File: src/rtl/intersection_pkg.sv
// Shared types and constants for the 4-way intersection controller.
//   phase_t      : 8 normal phases plus the 4 emergency phases
//   LAMP_*       : one-hot {R,Y,G} lamp encodings
//   LED_CODE_*   : legacy 3-bit phase codes
//   lamp_t       : bundle of every lamp/LED output
//   decode_phase : maps a phase (and emergency road selects) to lamp_t
package intersection_pkg;

    typedef enum logic [3:0] {
        N_GREEN   = 4'd0,
        N_YELLOW  = 4'd1,
        RED_1     = 4'd2,
        E_LEFT    = 4'd3,
        E_GREEN   = 4'd4,
        E_YELLOW  = 4'd5,
        RED_2     = 4'd6,
        N_LEFT    = 4'd7,
        EM_CLEAR  = 4'd8,
        EM_ALLRED = 4'd9,
        EM_GREEN  = 4'd10,
        EM_YELLOW = 4'd11
    } phase_t;

    localparam logic [2:0] LAMP_R = 3'b100;
    localparam logic [2:0] LAMP_Y = 3'b010;
    localparam logic [2:0] LAMP_G = 3'b001;

    localparam logic [2:0] LED_CODE_N_GREEN  = 3'd0;
    localparam logic [2:0] LED_CODE_N_YELLOW = 3'd1;
    localparam logic [2:0] LED_CODE_RED_1    = 3'd2;
    localparam logic [2:0] LED_CODE_E_LEFT   = 3'd3;
    localparam logic [2:0] LED_CODE_E_GREEN  = 3'd4;
    localparam logic [2:0] LED_CODE_E_YELLOW = 3'd5;
    localparam logic [2:0] LED_CODE_RED_2    = 3'd6;
    localparam logic [2:0] LED_CODE_N_LEFT   = 3'd7;

    // Pedestrian walk window length, ticks.
    localparam int T_WALK = 5;

    typedef struct packed {
        logic [2:0] n_light;
        logic [2:0] e_light;
        logic       n_left;
        logic       e_left;
        logic [2:0] led_code;
        logic       emerg_active;
    } lamp_t;

    function automatic logic is_em(phase_t ph);
        return (ph == EM_CLEAR) || (ph == EM_ALLRED) || (ph == EM_GREEN) || (ph == EM_YELLOW);
    endfunction

    // dir_e: emergency target road is E.  clr_e: EM_CLEAR is clearing the E road.
    function automatic lamp_t decode_phase(phase_t ph, logic dir_e, logic clr_e);
        lamp_t d;
        d.n_light      = LAMP_R;
        d.e_light      = LAMP_R;
        d.n_left       = 1'b0;
        d.e_left       = 1'b0;
        d.led_code     = LED_CODE_N_GREEN;
        d.emerg_active = 1'b0;
        case (ph)
            N_GREEN:  d.n_light = LAMP_G;
            N_YELLOW: begin
                d.n_light  = LAMP_Y;
                d.led_code = LED_CODE_N_YELLOW;
            end
            RED_1:    d.led_code = LED_CODE_RED_1;
            E_LEFT: begin
                d.e_left   = 1'b1;
                d.led_code = LED_CODE_E_LEFT;
            end
            E_GREEN: begin
                d.e_light  = LAMP_G;
                d.led_code = LED_CODE_E_GREEN;
            end
            E_YELLOW: begin
                d.e_light  = LAMP_Y;
                d.led_code = LED_CODE_E_YELLOW;
            end
            RED_2:    d.led_code = LED_CODE_RED_2;
            N_LEFT: begin
                d.n_left   = 1'b1;
                d.led_code = LED_CODE_N_LEFT;
            end
            EM_CLEAR, EM_YELLOW: begin
                d.emerg_active = 1'b1;
                // EM_CLEAR yellows the road being cleared, EM_YELLOW the target road.
                if ((ph == EM_CLEAR) ? clr_e : dir_e) begin
                    d.e_light  = LAMP_Y;
                    d.led_code = LED_CODE_E_YELLOW;
                end else begin
                    d.n_light  = LAMP_Y;
                    d.led_code = LED_CODE_N_YELLOW;
                end
            end
            EM_ALLRED: begin
                d.emerg_active = 1'b1;
                d.led_code     = LED_CODE_RED_1;
            end
            EM_GREEN: begin
                d.emerg_active = 1'b1;
                if (dir_e) begin
                    d.e_light  = LAMP_G;
                    d.led_code = LED_CODE_E_GREEN;
                end else begin
                    d.n_light  = LAMP_G;
                    d.led_code = LED_CODE_N_GREEN;
                end
            end
            default:  d.n_light = LAMP_G;
        endcase
        return d;
    endfunction

endpackage

File: src/rtl/intersection_ctrl_if.sv
// Board-side signal bundle of the intersection controller.
//   master : controller view (sensor/switch inputs in, lamps/LEDs out)
//   slave  : board view (drives sensors/switches, receives lamps/LEDs)
// PED_WALK_EN adds ped_req / walk_n / walk_e.
interface intersection_ctrl_if;
    logic       sensor_e;
    logic       emerg_req;
    logic       emerg_dir;
    logic [2:0] n_light;
    logic [2:0] e_light;
    logic       n_left;
    logic       e_left;
    logic [2:0] led_code;
    logic       emerg_active;
`ifdef PED_WALK_EN
    logic       ped_req;
    logic       walk_n;
    logic       walk_e;
`endif

`ifdef PED_WALK_EN
    modport master (
        input  sensor_e, emerg_req, emerg_dir, ped_req,
        output n_light, e_light, n_left, e_left, led_code, emerg_active, walk_n, walk_e
    );
    modport slave (
        output sensor_e, emerg_req, emerg_dir, ped_req,
        input  n_light, e_light, n_left, e_left, led_code, emerg_active, walk_n, walk_e
    );
`else
    modport master (
        input  sensor_e, emerg_req, emerg_dir,
        output n_light, e_light, n_left, e_left, led_code, emerg_active
    );
    modport slave (
        output sensor_e, emerg_req, emerg_dir,
        input  n_light, e_light, n_left, e_left, led_code, emerg_active
    );
`endif
endinterface

File: src/rtl/tick_prescaler.sv
// Timing-tick prescaler: tick is high for one cycle every TICK_DIV cycles.
//   clk     : system clock
//   resetn  : synchronous active-low reset
//   restart : count restarts from zero on the next edge (phase change)
//   tick    : one-cycle pulse on the last cycle of each TICK_DIV window
module tick_prescaler #(
    parameter int TICK_DIV = 50_000_000
) (
    input  logic clk,
    input  logic resetn,
    input  logic restart,
    output logic tick
);
    localparam int W = (TICK_DIV > 2) ? $clog2(TICK_DIV) : 1;
    localparam logic [W-1:0] TC = W'(TICK_DIV - 1);

    logic [W-1:0] cnt;

    assign tick = (cnt == TC);

    always_ff @(posedge clk) begin
        if (!resetn) begin
            cnt <= '0;
        end else if (restart || tick) begin
            cnt <= '0;
        end else begin
            cnt <= cnt + W'(1);
        end
    end
endmodule

File: src/rtl/intersection_ctrl.sv
// 4-way traffic-light controller with latched E sensor, emergency pre-emption
// and legacy 3-bit led_code.
//   clk     : system clock
//   resetn  : synchronous active-low reset
//   bus     : intersection_ctrl_if.master (sensors in, lamps/LEDs out)
// Optional feature macro: PED_WALK_EN (pedestrian walk request and lamps).
//
// state     | meaning
// N_GREEN   | N green, waits for E request and minimum green
// N_YELLOW  | N yellow
// RED_1     | all-red before E phases
// E_LEFT    | E protected left arrow
// E_GREEN   | E green
// E_YELLOW  | E yellow
// RED_2     | all-red before N phases
// N_LEFT    | N protected left arrow
// EM_CLEAR  | emergency: yellow on the road being cleared
// EM_ALLRED | emergency: all-red clearance
// EM_GREEN  | emergency: target road green, held while requested
// EM_YELLOW | emergency: target road yellow before resuming
module intersection_ctrl
    import intersection_pkg::*;
#(
    parameter int TICK_DIV    = 50_000_000,
    parameter int CNT_W       = 8,
    parameter int T_GREEN_MIN = 10,
    parameter int T_GREEN_E   = 10,
    parameter int T_YELLOW    = 5,
    parameter int T_ALLRED    = 2,
    parameter int T_LEFT      = 10,
    parameter int T_EM_HOLD   = 5
) (
    input logic             clk,
    input logic             resetn,
    intersection_ctrl_if.master bus
);
    localparam logic [CNT_W-1:0] GMIN      = CNT_W'(T_GREEN_MIN);
    localparam logic [CNT_W-1:0] GMIN_LAST = CNT_W'(T_GREEN_MIN - 1);

    phase_t           state, state_nx;
    logic [CNT_W-1:0] phase_cnt;
    logic             req_e;
    logic             em_dir, dir_nx;
    logic             clr_e, clr_nx;
    logic             em_pend, pend_nx;
    logic             hold_rst;
    logic             restart;
    logic             tick;
    logic             expired;
    logic             gmin_done;
    logic             accept;
    logic             walk_busy;
    lamp_t            out_q;

    function automatic logic [CNT_W-1:0] last_tick(phase_t ph);
        case (ph)
            N_GREEN:                                 return GMIN_LAST;
            N_YELLOW, E_YELLOW, EM_CLEAR, EM_YELLOW: return CNT_W'(T_YELLOW - 1);
            RED_1, RED_2, EM_ALLRED:                 return CNT_W'(T_ALLRED - 1);
            E_LEFT, N_LEFT:                          return CNT_W'(T_LEFT - 1);
            E_GREEN:                                 return CNT_W'(T_GREEN_E - 1);
            EM_GREEN:                                return CNT_W'(T_EM_HOLD - 1);
            default:                                 return '0;
        endcase
    endfunction

    tick_prescaler #(
        .TICK_DIV (TICK_DIV)
    ) u_prescaler (
        .clk     (clk),
        .resetn  (resetn),
        .restart (restart),
        .tick    (tick)
    );

    assign expired   = tick && (phase_cnt == last_tick(state));
    // N_GREEN counter saturates at GMIN, so either already saturated or saturating now.
    assign gmin_done = (phase_cnt == GMIN) || (tick && (phase_cnt == GMIN_LAST));
    // A pending emergency (caught in a yellow) blocks re-capture of emerg_dir.
    assign accept    = bus.emerg_req && !is_em(state) && !em_pend;
    assign restart   = (state_nx != state) || hold_rst;

    always_comb begin
        state_nx = state;
        dir_nx   = em_dir;
        clr_nx   = clr_e;
        pend_nx  = em_pend;
        hold_rst = 1'b0;
        if (accept) begin
            dir_nx = bus.emerg_dir;
        end
        case (state)
            N_GREEN: begin
                if (accept) begin
                    if (!bus.emerg_dir) begin
                        state_nx = EM_GREEN;
                    end else begin
                        state_nx = EM_CLEAR;
                        clr_nx   = 1'b0;
                    end
                end else if (req_e && gmin_done && !walk_busy) begin
                    state_nx = N_YELLOW;
                end
            end
            N_YELLOW, E_YELLOW: begin
                if (accept) begin
                    pend_nx = 1'b1;
                end
                if (expired) begin
                    if (em_pend || accept) begin
                        state_nx = EM_ALLRED;
                        pend_nx  = 1'b0;
                    end else begin
                        state_nx = (state == N_YELLOW) ? RED_1 : RED_2;
                    end
                end
            end
            RED_1, RED_2: begin
                if (accept) begin
                    state_nx = EM_ALLRED;
                end else if (expired) begin
                    state_nx = (state == RED_1) ? E_LEFT : N_LEFT;
                end
            end
            E_LEFT: begin
                if (accept) begin
                    state_nx = EM_CLEAR;
                    clr_nx   = 1'b1;
                end else if (expired) begin
                    state_nx = E_GREEN;
                end
            end
            E_GREEN: begin
                if (accept) begin
                    if (bus.emerg_dir) begin
                        state_nx = EM_GREEN;
                    end else begin
                        state_nx = EM_CLEAR;
                        clr_nx   = 1'b1;
                    end
                end else if (expired) begin
                    state_nx = E_YELLOW;
                end
            end
            N_LEFT: begin
                if (accept) begin
                    state_nx = EM_CLEAR;
                    clr_nx   = 1'b0;
                end else if (expired) begin
                    state_nx = N_GREEN;
                end
            end
            EM_CLEAR: begin
                if (expired) state_nx = EM_ALLRED;
            end
            EM_ALLRED: begin
                if (expired) state_nx = EM_GREEN;
            end
            EM_GREEN: begin
                // Hold timer stays at zero while the request is present.
                if (bus.emerg_req) begin
                    hold_rst = 1'b1;
                end else if (expired) begin
                    state_nx = EM_YELLOW;
                end
            end
            EM_YELLOW: begin
                if (expired) state_nx = em_dir ? RED_2 : RED_1;
            end
            default: state_nx = N_GREEN;
        endcase
    end

    always_ff @(posedge clk) begin
        if (!resetn) begin
            state     <= N_GREEN;
            phase_cnt <= '0;
            req_e     <= 1'b0;
            em_dir    <= 1'b0;
            clr_e     <= 1'b0;
            em_pend   <= 1'b0;
            out_q     <= decode_phase(N_GREEN, 1'b0, 1'b0);
        end else begin
            state   <= state_nx;
            em_dir  <= dir_nx;
            clr_e   <= clr_nx;
            em_pend <= pend_nx;
            out_q   <= decode_phase(state_nx, dir_nx, clr_nx);
            if (restart) begin
                phase_cnt <= '0;
            end else if (tick && !(state == N_GREEN && phase_cnt == GMIN)) begin
                phase_cnt <= phase_cnt + CNT_W'(1);
            end
            if (state_nx == N_YELLOW && state != N_YELLOW) begin
                req_e <= bus.sensor_e;
            end else begin
                req_e <= req_e | bus.sensor_e;
            end
        end
    end

    assign bus.n_light      = out_q.n_light;
    assign bus.e_light      = out_q.e_light;
    assign bus.n_left       = out_q.n_left;
    assign bus.e_left       = out_q.e_left;
    assign bus.led_code     = out_q.led_code;
    assign bus.emerg_active = out_q.emerg_active;

`ifdef PED_WALK_EN
    localparam logic [2:0] WALK_LAST = 3'(T_WALK - 1);

    logic       ped_q;
    logic       walk_on, walk_on_nx;
    logic [2:0] walk_cnt;
    logic       green_entry;
    logic       walk_n_q, walk_e_q;

    assign green_entry = (state_nx != state) && (state_nx == N_GREEN || state_nx == E_GREEN);
    // Still walking after this edge; lets N_GREEN leave on the same edge the walk ends.
    assign walk_busy   = walk_on && !(tick && walk_cnt == WALK_LAST);

    always_comb begin
        walk_on_nx = walk_on;
        if (green_entry) begin
            walk_on_nx = ped_q || bus.ped_req;
        end else if (state_nx != state) begin
            walk_on_nx = 1'b0;
        end else if (!walk_busy) begin
            walk_on_nx = 1'b0;
        end
    end

    always_ff @(posedge clk) begin
        if (!resetn) begin
            ped_q    <= 1'b0;
            walk_on  <= 1'b0;
            walk_cnt <= '0;
            walk_n_q <= 1'b0;
            walk_e_q <= 1'b0;
        end else begin
            ped_q    <= green_entry ? 1'b0 : (ped_q | bus.ped_req);
            walk_on  <= walk_on_nx;
            walk_n_q <= walk_on_nx && (state_nx == N_GREEN);
            walk_e_q <= walk_on_nx && (state_nx == E_GREEN);
            if (green_entry) begin
                walk_cnt <= '0;
            end else if (walk_on && tick) begin
                walk_cnt <= walk_cnt + 3'd1;
            end
        end
    end

    assign bus.walk_n = walk_n_q;
    assign bus.walk_e = walk_e_q;
`else
    assign walk_busy = 1'b0;
`endif

endmodule

File: src/flat_wrapper.sv
// flat-port wrapper written by rule: the top's interface ports become plain ports
module intersection_ctrl_flat import intersection_pkg::*;
#(
    parameter int TICK_DIV    = 50_000_000,
    parameter int CNT_W       = 8,
    parameter int T_GREEN_MIN = 10,
    parameter int T_GREEN_E   = 10,
    parameter int T_YELLOW    = 5,
    parameter int T_ALLRED    = 2,
    parameter int T_LEFT      = 10,
    parameter int T_EM_HOLD   = 5
)
  (clk, resetn, bus_sensor_e, bus_emerg_req, bus_emerg_dir, bus_n_light, bus_e_light, bus_n_left, bus_e_left, bus_led_code, bus_emerg_active);
  intersection_ctrl_if bus_i ();
  input logic clk;
  input logic resetn;
  input wire logic [$bits(bus_i.sensor_e)-1:0] bus_sensor_e;
  input wire logic [$bits(bus_i.emerg_req)-1:0] bus_emerg_req;
  input wire logic [$bits(bus_i.emerg_dir)-1:0] bus_emerg_dir;
  output wire logic [$bits(bus_i.n_light)-1:0] bus_n_light;
  output wire logic [$bits(bus_i.e_light)-1:0] bus_e_light;
  output wire logic [$bits(bus_i.n_left)-1:0] bus_n_left;
  output wire logic [$bits(bus_i.e_left)-1:0] bus_e_left;
  output wire logic [$bits(bus_i.led_code)-1:0] bus_led_code;
  output wire logic [$bits(bus_i.emerg_active)-1:0] bus_emerg_active;
  assign bus_i.sensor_e = bus_sensor_e;
  assign bus_i.emerg_req = bus_emerg_req;
  assign bus_i.emerg_dir = bus_emerg_dir;
  assign bus_n_light = bus_i.n_light;
  assign bus_e_light = bus_i.e_light;
  assign bus_n_left = bus_i.n_left;
  assign bus_e_left = bus_i.e_left;
  assign bus_led_code = bus_i.led_code;
  assign bus_emerg_active = bus_i.emerg_active;
  intersection_ctrl #(.TICK_DIV(TICK_DIV), .CNT_W(CNT_W), .T_GREEN_MIN(T_GREEN_MIN), .T_GREEN_E(T_GREEN_E), .T_YELLOW(T_YELLOW), .T_ALLRED(T_ALLRED), .T_LEFT(T_LEFT), .T_EM_HOLD(T_EM_HOLD)) u_core (.clk(clk), .resetn(resetn), .bus(bus_i));
endmodule
File: config.mk
export PLATFORM = sky130hd
export DESIGN_NAME = intersection_ctrl_flat
export DESIGN_NICKNAME = d
export VERILOG_FILES = /design/src/rtl/intersection_pkg.sv /design/src/rtl/intersection_ctrl_if.sv /design/src/rtl/tick_prescaler.sv /design/src/rtl/intersection_ctrl.sv /design/src/flat_wrapper.sv
export SDC_FILE = /design/constraint.sdc
export NUM_CORES = 1
export LEC_CHECK = 0
export CAP_MARGIN = 20
export CORE_ASPECT_RATIO = 1.4
export CORE_MARGIN = 10
export CORE_UTILIZATION = 31
export DETAILED_ROUTE_END_ITERATION = 6
export SYNTH_ARGS = -nofsm -noshare
export SYNTH_HDL_FRONTEND = slang
export SYNTH_SLANG_ARGS = --single-unit
File: constraint.sdc
create_clock -name clk -period 3.35 [get_ports clk]
set_input_delay 0.67 -clock clk [delete_from_list [all_inputs] [get_ports clk]]
set_output_delay 0.67 -clock clk [all_outputs]
set_load 0.02 [all_outputs]
==> flow_summary.yaml, run 1 <==
synth:
  netlist_instances: 355
  synthFlopType: "dfxtp_1"
  postSynth.asyncResetShare_pct: 0
  ys_ff_latch: 57
  seq_area_frac_synth_pct: 37.3
  syn_nets: 366
  yosys-top-cells-area: "dfxtp_1 37%, nor2_1 6.1%, xor2_1 5.1%"
  synth_edf_count: 0
  yosysUniqueCellTypes: 66
  yosys.area.top_type_share_pct: 37.3
  yosysTopAreaCell: "dfxtp_1"
  syn_area_mm2: 0.00306
  syn_area_per_cell_um2: 8.62
  ys_warn_count: 0
run:
  cap_viol_max_count: 0
clock_network:
  postCtsHoldBufs: 0
  cts_root_buffer: "clkbuf_16"
  insertion_delay_ps: 330
  cts_tree: "done"
  cts_htree_levels: 3
  post_cts_buffers: 0
  cts-resized-gates: 0
  clk_pin_slew_ps: 50
  clk_path_buf_depth: 2
  clkSinkCount: 57
  cts_buffers: 9
global_routing:
  grt_max_degree: 35
  antenna_found_initial: 0
  grt_pass1_wl_mm: 11.9
  grt_pass1_vias: 2514
  grt_remaining_overflow: 0
  grt_usage_pct: 10.1
sta:
  slew-limit-headroom_pct: 56.3
  fin_worst_skew_ps: 5.03
  fin_tns_setup_ps: 0
  setup_viol: 0
  fin_crit_ps: 2820
  drv_slew: 0
  hold_viol: 0
  min_period_over_period_pct: 84.2
  fmax_mhz: 354
  worst_pin_slew_ps: 650
  rsz0062_at_grt: "no"
drt:
  vias_per_cell: 5.07
  wl_mm: 7.01
  detail-route-antenna-nets: 0
  first_pass_iters: 4
  vias: 2576
  first_iter_violations: 89
  drcViolationCount: 0
  routedWlPerCell_um: 13.8
power_and_ir_drop:
  max-vdd-ir-drop_uv: 305
  p_leak_nw: 1.34
  power_density_mw_per_mm2: 560
setup_path:
  r2r_cells: 9
  cp-start-kind: "input port"
  cp_slowest_cell: "clkdlybuf4s50_1"
  end_kind: "register"
  rr_startpoint: "u_core.u_prescaler.cnt[17]"
  path_class: "in -> reg"
  path_cells: "clkdlybuf4s50_1 > nor2b_1 > a21oi_1 > o21ai_0 > o2111ai_1 > a21oi_2 > nor2_1 > ha_1 > and2_1"
  ff2ff_setup_slack_ps: 650
  critPathMaxFanout: 9
  critPathMaxStageDelay_ps: 530
  arrival_ps: 3040
  required_ps: 3570
placement:
  place.gp.congestion: 0.886
  placed_cell_area_mm2: 0.00335
  port_buffers: 16
  hpwl_mm: 5.00
floorplanning:
  start_util_pct: 32.0
  rows: 42
  dieHeight_um: 138
  core_mm2: 0.00956
  dieArea_mm2: 0.0143
  ios: 17
  die_w_um: 104
worst_hold_path:
  min_from: "u_core.u_prescaler.cnt[0]"
  holdPathStages: 1
  min_to: "u_core.u_prescaler.cnt[0]"
  hp-class: "reg -> reg"
cells_and_area:
  fin_area_mm2: 0.00373
  layout.nets: 382
  final_common_cell: "dfxtp_1"
  area_delta_synth_final_pct: 21.7
  fill_cells: 1004
  multiInputGateArea_mm2: 0.00176
  regArea_mm2: 0.00114
  final_cell_mix: "57 x dfxtp_1, 50 x nor2_1, 26 x nand2_1"
  drive_above_1_share_pct: 12.5
  antenna_cells: 0
outcome:
  status: "completed"
## how the worst max path moves through the flow
stage,from,end,cells after the start
floorplan,bus_emerg_req,register,10
global placement,bus_emerg_req,u_core.bus.n_light[1],8
detailed placement,bus_emerg_req,register,9
CTS,bus_emerg_req,u_core.bus.led_code[0],8
global route,bus_emerg_req,u_core.bus.e_light[1],8
finish,bus_emerg_req,register,9
## worst max-delay path: cells and delay by family
kind / cells / cell delay, ps
compound gates: 4 / 970
fa+ha+maj: 1 / 300
buf+inv: 1 / 530
simple gates: 3 / 560
## kinds of logic after synthesis
group                    Yosys count  share of synthesized area (%)
AND/OR/NAND/NOR                  168                           30.3
flip-flops                        57                           37.3
AO/OA/AOI/OAI                     54                           12.8
XOR/XNOR                          34                           9.73
buffers and inverters             30                           5.23
multiplexers                       6                           2.21
adder cells (fa/ha/maj)            6                           2.45
## metrics by stage
stage          util (%)  instances  power (mW)  hold slack, ps  worst slack (ps)
3_5_place_dp       35.0        492       0.951             500               224
5_1_grt            39.0        508        2.16             543               324
6_report           39.0        508        2.09             508               528
4_1_cts            39.0        508        2.11             507               551
3_3_place_gp       35.0        492       0.949             492               315
2_1_floorplan         -        355       0.884             468               865
## cells in the mapped netlist (all sizes together), types with 2 or more instances
cell type,n
dfxtp,57
nor2,50
nand2,26
nor3,19
nand3,18
xor2,18
xnor2,16
o21ai,15
nand4,12
buf,11
inv,10
a21oi,9
clkbuf,8
nor4,7
and2,6
ha,6
and3,5
and4,5
nor4b,4
o21a,4
a211oi,3
a21o,3
mux2,3
mux2i,3
nand2b,3
or3,3
a211o,2
a31o,2
a32oi,2
a41oi,2
nand3b,2
nor2b,2
nor3b,2
o211ai,2
o22ai,2
## where the power goes
part / switching, mW / leakage, nW / internal, mW
Sequential: 0.0236 / 0.463 / 0.704
Clock: 0.312 / 0.186 / 0.840
Combinational: 0.119 / 0.694 / 0.0891
## layer usage
metal / global-route usage, % / wire, µm / up-vias
li1: - / - / 1294
met1: 10.6 / 3010 / 1229
met2: 17.5 / 3480 / 37
met3: 3.23 / 311 / 16
met4: 5.50 / 206 / 0
met5: 0 / 0 / -
## cell type report
| class | count | share of cell area (%) |
|---|---|---|
| timing repair buffer | 25 | 6.45 |
| clock buffer | 11 | 6.78 |
| sequential | 57 | 30.6 |
| inverter | 10 | 1.01 |
| multi-input combinational | 268 | 47.3 |
| tap | 132 | 4.43 |
| clock inverter | 5 | 3.36 |
## flip-flops by register name (all words and copies together), names as in the netlist, named ones only
name and flops:
u_core.bus.e_light 3, u_core.clr_e 1, u_core.bus.e_left 1, u_core.bus.n_left 1, u_core.bus.emerg_active 1, u_core.state 4
u_core.em_dir 1, u_core.bus.n_light 3, u_core.bus.led_code 3, u_core.u_prescaler.cnt 26, u_core.phase_cnt 8, u_core.em_pend 1
u_core.req_e 1
No activity file was read; power rests on OpenSTA's default activity.
==> inputs of run 2 (changes only) <==
==> constraint.sdc (replaced) <==
create_clock -name clk -period 2.9 [get_ports clk]
set_input_delay 0.58 -clock clk [delete_from_list [all_inputs] [get_ports clk]]
set_output_delay 0.58 -clock clk [all_outputs]
set_load 0.02 [all_outputs]
==> run 2 against run 1 <==
Compared with the run above: design area up 0.64%; utilization up 0.25 points; clock power about the same.
==> flow_summary.yaml, run 2 (synthesis results as in run 1) <==
cells_and_area:
  regMostFlops: "u_core.u_prescaler.cnt"
  postLayoutCoreUtil_pct: 39.2
  area_delta_synth_final_pct: 22.5
  drive_above_1_share_pct: 14.9
  largestRegisters: "u_core.u_prescaler.cnt: 26 flops, u_core.phase_cnt: 8 flops, u_core.state: 4 flops"
  antenna_cells: 0
  final_cell_mix: "57 x dfxtp_1, 50 x nor2_1, 26 x nand2_1"
  layout.nets: 394
  final_common_cell: "dfxtp_1"
  fin_area_mm2: 0.00375
  largest_reg_flops: 26
clock_network:
  clk_pin_slew_ps: 50
  cts-resized-gates: 0
  clkSinkCount: 57
  cts_buffers: 9
  cts_tree: "done"
  insertion_delay_ps: 330
  cts_root_buffer: "clkbuf_16"
  clk_path_buf_depth: 2
  postCtsHoldBufs: 0
  post_cts_buffers: 0
  cts_htree_levels: 3
drt:
  first_pass_iters: 4
  routedWlPerCell_um: 13.6
  vias_per_cell: 5.05
  detail-route-antenna-nets: 0
  first_iter_violations: 108
  drcViolationCount: 0
  vias: 2627
  wl_mm: 7.06
placement:
  hpwl_mm: 5.10
  port_buffers: 16
  place.gp.congestion: 0.907
  placed_cell_area_mm2: 0.00344
floorplanning:
  rows: 42
  dieArea_mm2: 0.0143
  dieHeight_um: 138
  ios: 17
  core_mm2: 0.00956
  die_w_um: 104
  start_util_pct: 32.0
global_routing:
  grt_usage_pct: 10.6
  grt_pass1_vias: 2672
  grt_remaining_overflow: 0
  grt_pass1_wl_mm: 12.4
  antenna_found_initial: 0
  grt_max_degree: 29
setup_path:
  r2r_cells: 8
  ff2ff_setup_slack_ps: 400
  required_ps: 3120
  rr_startpoint: "u_core.state[1]"
  cp-start-kind: "input port"
  arrival_ps: 2930
  end_kind: "register"
  critPathMaxFanout: 9
  path_class: "in -> reg"
sta:
  min_period_over_period_pct: 93.3
  hold_viol: 0
  setup_viol: 0
  fmax_mhz: 370
  fin_worst_skew_ps: 4.86
  worst_pin_slew_ps: 634
  drv_slew: 0
  rsz0062_at_grt: "no"
  fin_crit_ps: 2710
  fin_tns_setup_ps: 0
  slew-limit-headroom_pct: 57.7
worst_hold_path:
  hp-class: "reg -> reg"
  holdPathStages: 1
  min_from: "u_core.u_prescaler.cnt[0]"
  min_to: "u_core.u_prescaler.cnt[0]"
power_and_ir_drop:
  p_int_mw: 1.68
  max-vdd-ir-drop_uv: 396
  combPwrFrac_pct: 11.7
  seq_power_share_pct: 37.9
  p_leak_nw: 1.37
  p_switching_mw: 0.542
  clkPwrFrac_pct: 50.4
  sw_frac_of_total_pct: 24.4
  power_density_mw_per_mm2: 591
run:
  cap_viol_max_count: 0
outcome:
  status: "completed"
-- run 2: metal layers --
metal	part of all wire [%]	GRT usage, %	vias up
met3	4.0	3.46	21
met2	51	18.4	55
met1	42	11.2	1236
li1	-	-	1315
met4	3.2	6.12	0
met5	0	0	-
-- run 2: worst max path at each step --
| stage | start | endpoint | cells past startpoint | slack [ps] |
|---|---|---|---|---|
| global route | bus_emerg_req | register | 9 | 1 |
| finish | bus_emerg_req | register | 9 | 190 |
| global placement | bus_emerg_req | register | 9 | -40 |
| floorplan | bus_emerg_req | register | 10 | 510 |
| detailed placement | bus_emerg_req | register | 9 | -140 |
| CTS | bus_emerg_req | register | 9 | 200 |
-- run 2: power by group through the flow --
stage          Clock (mW)  Combinational, mW  Sequential [mW]
3_5_place_dp            0              0.260            0.856
6_report             1.12              0.260            0.840
5_1_grt              1.18              0.286            0.844
3_3_place_gp            0              0.259            0.856
2_1_floorplan           0              0.164            0.858
4_1_cts              1.14              0.263            0.840
-- run 2: critical path, cell delays in order --
cell and delay, ps:
clkdlybuf4s50_1 510, nor2b_1 310, a21oi_1 110, o21ai_0 280
o2111ai_1 180, a21oi_2 390, nor2_1 120, ha_1 300
and2_1 130
-- run 2: final cells by class --
class	count	area, µm²
Fill cell	1005	5810
Multi-Input combinational cell	268	1760
Sequential cell	57	1140
Timing Repair Buffer	37	330
Clock buffer	10	229
Tap cell	132	165
Clock inverter	6	82.6
Inverter	10	37.5
-- run 2: metrics by stage --
step | hold WS, ps | setup WS [ps] | power, mW | std cells
final | 499 | 194 | 2.22 | 520
after global routing | 538 | 1.05 | 2.31 | 520
after detailed placement | 490 | -142 | 1.12 | 504
after global placement | 490 | -40.2 | 1.12 | 504
after floorplan | 468 | 505 | 1.02 | 355
after CTS | 498 | 203 | 2.24 | 520
==> RTL change (flow settings as in run 1) <==
`TICK_DIV` is set to 50_000_000 in 3 places; all go to 12_500_000.
--- a/src/rtl/tick_prescaler.sv
+++ b/src/rtl/tick_prescaler.sv
@@ -4,7 +4,7 @@
 //   restart : count restarts from zero on the next edge (phase change)
 //   tick    : one-cycle pulse on the last cycle of each TICK_DIV window
 module tick_prescaler #(
-    parameter int TICK_DIV = 50_000_000
+    parameter int TICK_DIV = 12_500_000
 ) (
     input  logic clk,
     input  logic resetn,
--- a/src/rtl/intersection_ctrl.sv
+++ b/src/rtl/intersection_ctrl.sv
@@ -21,7 +21,7 @@
 module intersection_ctrl
     import intersection_pkg::*;
 #(
-    parameter int TICK_DIV    = 50_000_000,
+    parameter int TICK_DIV    = 12_500_000,
     parameter int CNT_W       = 8,
     parameter int T_GREEN_MIN = 10,
     parameter int T_GREEN_E   = 10,
--- a/src/flat_wrapper.sv
+++ b/src/flat_wrapper.sv
@@ -1,7 +1,7 @@
 // flat-port wrapper written by rule: the top's interface ports become plain ports
 module intersection_ctrl_flat import intersection_pkg::*;
 #(
-    parameter int TICK_DIV    = 50_000_000,
+    parameter int TICK_DIV    = 12_500_000,
     parameter int CNT_W       = 8,
     parameter int T_GREEN_MIN = 10,
     parameter int T_GREEN_E   = 10,
Formal check against the unedited RTL: no difference found for any inputs over 10 cycles, from zero or initial values and one cycle with resetn low; that may be too few to reach the edited logic, so the function may still have changed.
==> RTL change against run 1 <==
- clock power fell by 56%
- non-clock buffer count rose by 7
- clock skew rose by 0.0027 ns
- largest power group is now sequential cells
- global-route usage rose by 0.28 points
- wire length fell by 3.0%
- area after synthesis fell by 5.8%
- utilization fell by 1.5 points
- largest cell class unchanged
- sequential cell count fell by 2
- synthesized cell count fell by 4.5%
- cell area fell by 9.1%
- setup slack got worse by 0.28 ns
- maximum frequency fell by 9.0%
- total power fell by 32%
==> RTL change: results (changes against run 1) <==
Final Routed Wirelength 6800 microns (-3.0%); minimum clock period 3.10 ns (+0.281 ns); non-clk buf share 0.0865 (+0.0220); Lkg Pwr 1.16 nW (-14%); share of power burned in registers 0.490 (+0.141); Worst Clk Skew 0.00777 ns (+0.00274 ns); top flop regs u_core.u_prescaler.cnt x24, u_core.phase_cnt x8, u_core.state x4; Sw Share 0.268 (+0.0498); Post-synth top cells dfxtp_1 (55), nor2_1 (29), nor3_1 (25); Vias/cell 5.35 (+5.5%); H-tree depth 2 (-1); Multi-Input Combinational 251 (-6.3%); gr usage total 0.103 (+0.00283); status complete, no violations; share of cells above drive strength 1 0.103 (-0.0219); first-pass GRT wire length 12000 microns (+0.63%); Critical path origin u_core.u_prescaler.cnt[0]$_SDFF_PP0_; Nets 370 (-3.1%); number of global-route vias before repair 2564 (+2.0%); syn avg cell area 8.51 sq um (-1.4%); P_comb 213 uW (+2%); multi-input logic portion of the cell area 0.492 (+0.0188); crit-path max FO 19 (+10); Non-clk bufs 32 (+28%); M1 WL 2900 microns (-3.7%); register share of the cell area 0.325 (+0.0190); largest net degree at the start of global routing 33 (-5.7%); hpwl dp 4950 microns (-1.1%); Synth cell types 53 (-20%); top cells by area, synth dfxtp_1 (38%), xnor2_1 (5.2%), xor2_1 (5.2%); Final Non-Filler Cells 466 (-8.3%); # clk buffers 5 (-6); dpl cells 459 (-6.7%); dpl ws 0.0604 ns (-0.164 ns); Num CTS Buffers 5 (-4); worst-case vdd ir drop 0.342 mV (+12%); met3 layer usage reported by global route 0.0303 (-0.00192); met2 Usage GRT 0.182 (+0.00626); ClkCell Share 0.0410 (-0.0604)
-- RTL change: logic make-up (layout without fill, tap and decap cells) --
logic type | after synthesis | in the layout | share of synthesized area
buffers and inverters | 33 | 53 | 0.0447
DFF | 55 | 55 | 0.382
xor gates and xnor gates | 34 | 34 | 0.103
and+or+nand+nor | 154 | 154 | 0.293
muxes | 8 | 8 | 0.0286
adders and majority gates | 6 | 6 | 0.0260
AOI/OAI and AO/OA | 49 | 49 | 0.123
-- RTL change: worst min path at each step --
stage	endpoint	depth (start not counted)	slack, ns	from
after floorplan	u_core.u_prescaler.cnt[0]$_SDFF_PP0_	1	0.46	u_core.u_prescaler.cnt[0]$_SDFF_PP0_
after global placement	u_core.u_prescaler.cnt[0]$_SDFF_PP0_	1	0.47	u_core.u_prescaler.cnt[0]$_SDFF_PP0_
after detailed placement	u_core.u_prescaler.cnt[0]$_SDFF_PP0_	1	0.49	u_core.u_prescaler.cnt[0]$_SDFF_PP0_
after CTS	u_core.u_prescaler.cnt[0]$_SDFF_PP0_	1	0.50	u_core.u_prescaler.cnt[0]$_SDFF_PP0_
after global routing	u_core.u_prescaler.cnt[0]$_SDFF_PP0_	1	0.54	u_core.u_prescaler.cnt[0]$_SDFF_PP0_
final	u_core.u_prescaler.cnt[0]$_SDFF_PP0_	1	0.49	u_core.u_prescaler.cnt[0]$_SDFF_PP0_
-- RTL change: worst max-delay path, stage by stage (launching register included) --
cell     delay (ns)
dfxtp_1        0.37
ha_1           0.22
nand4_1        0.18
or4b_4         0.59
o41ai_4        0.41
a21oi_2        0.13
or2_1          0.25
a221o_1        0.34
buf_4          0.22
nor4_1         0.27
-- RTL change: repair_timing --
action / 4_1_cts / 5_1_grt
endpoints found under the hold margin: 0 / 0
hold buffers: 0 / 0
endpoints found under the setup margin: 0 / 1
resized for setup: 0 / 3
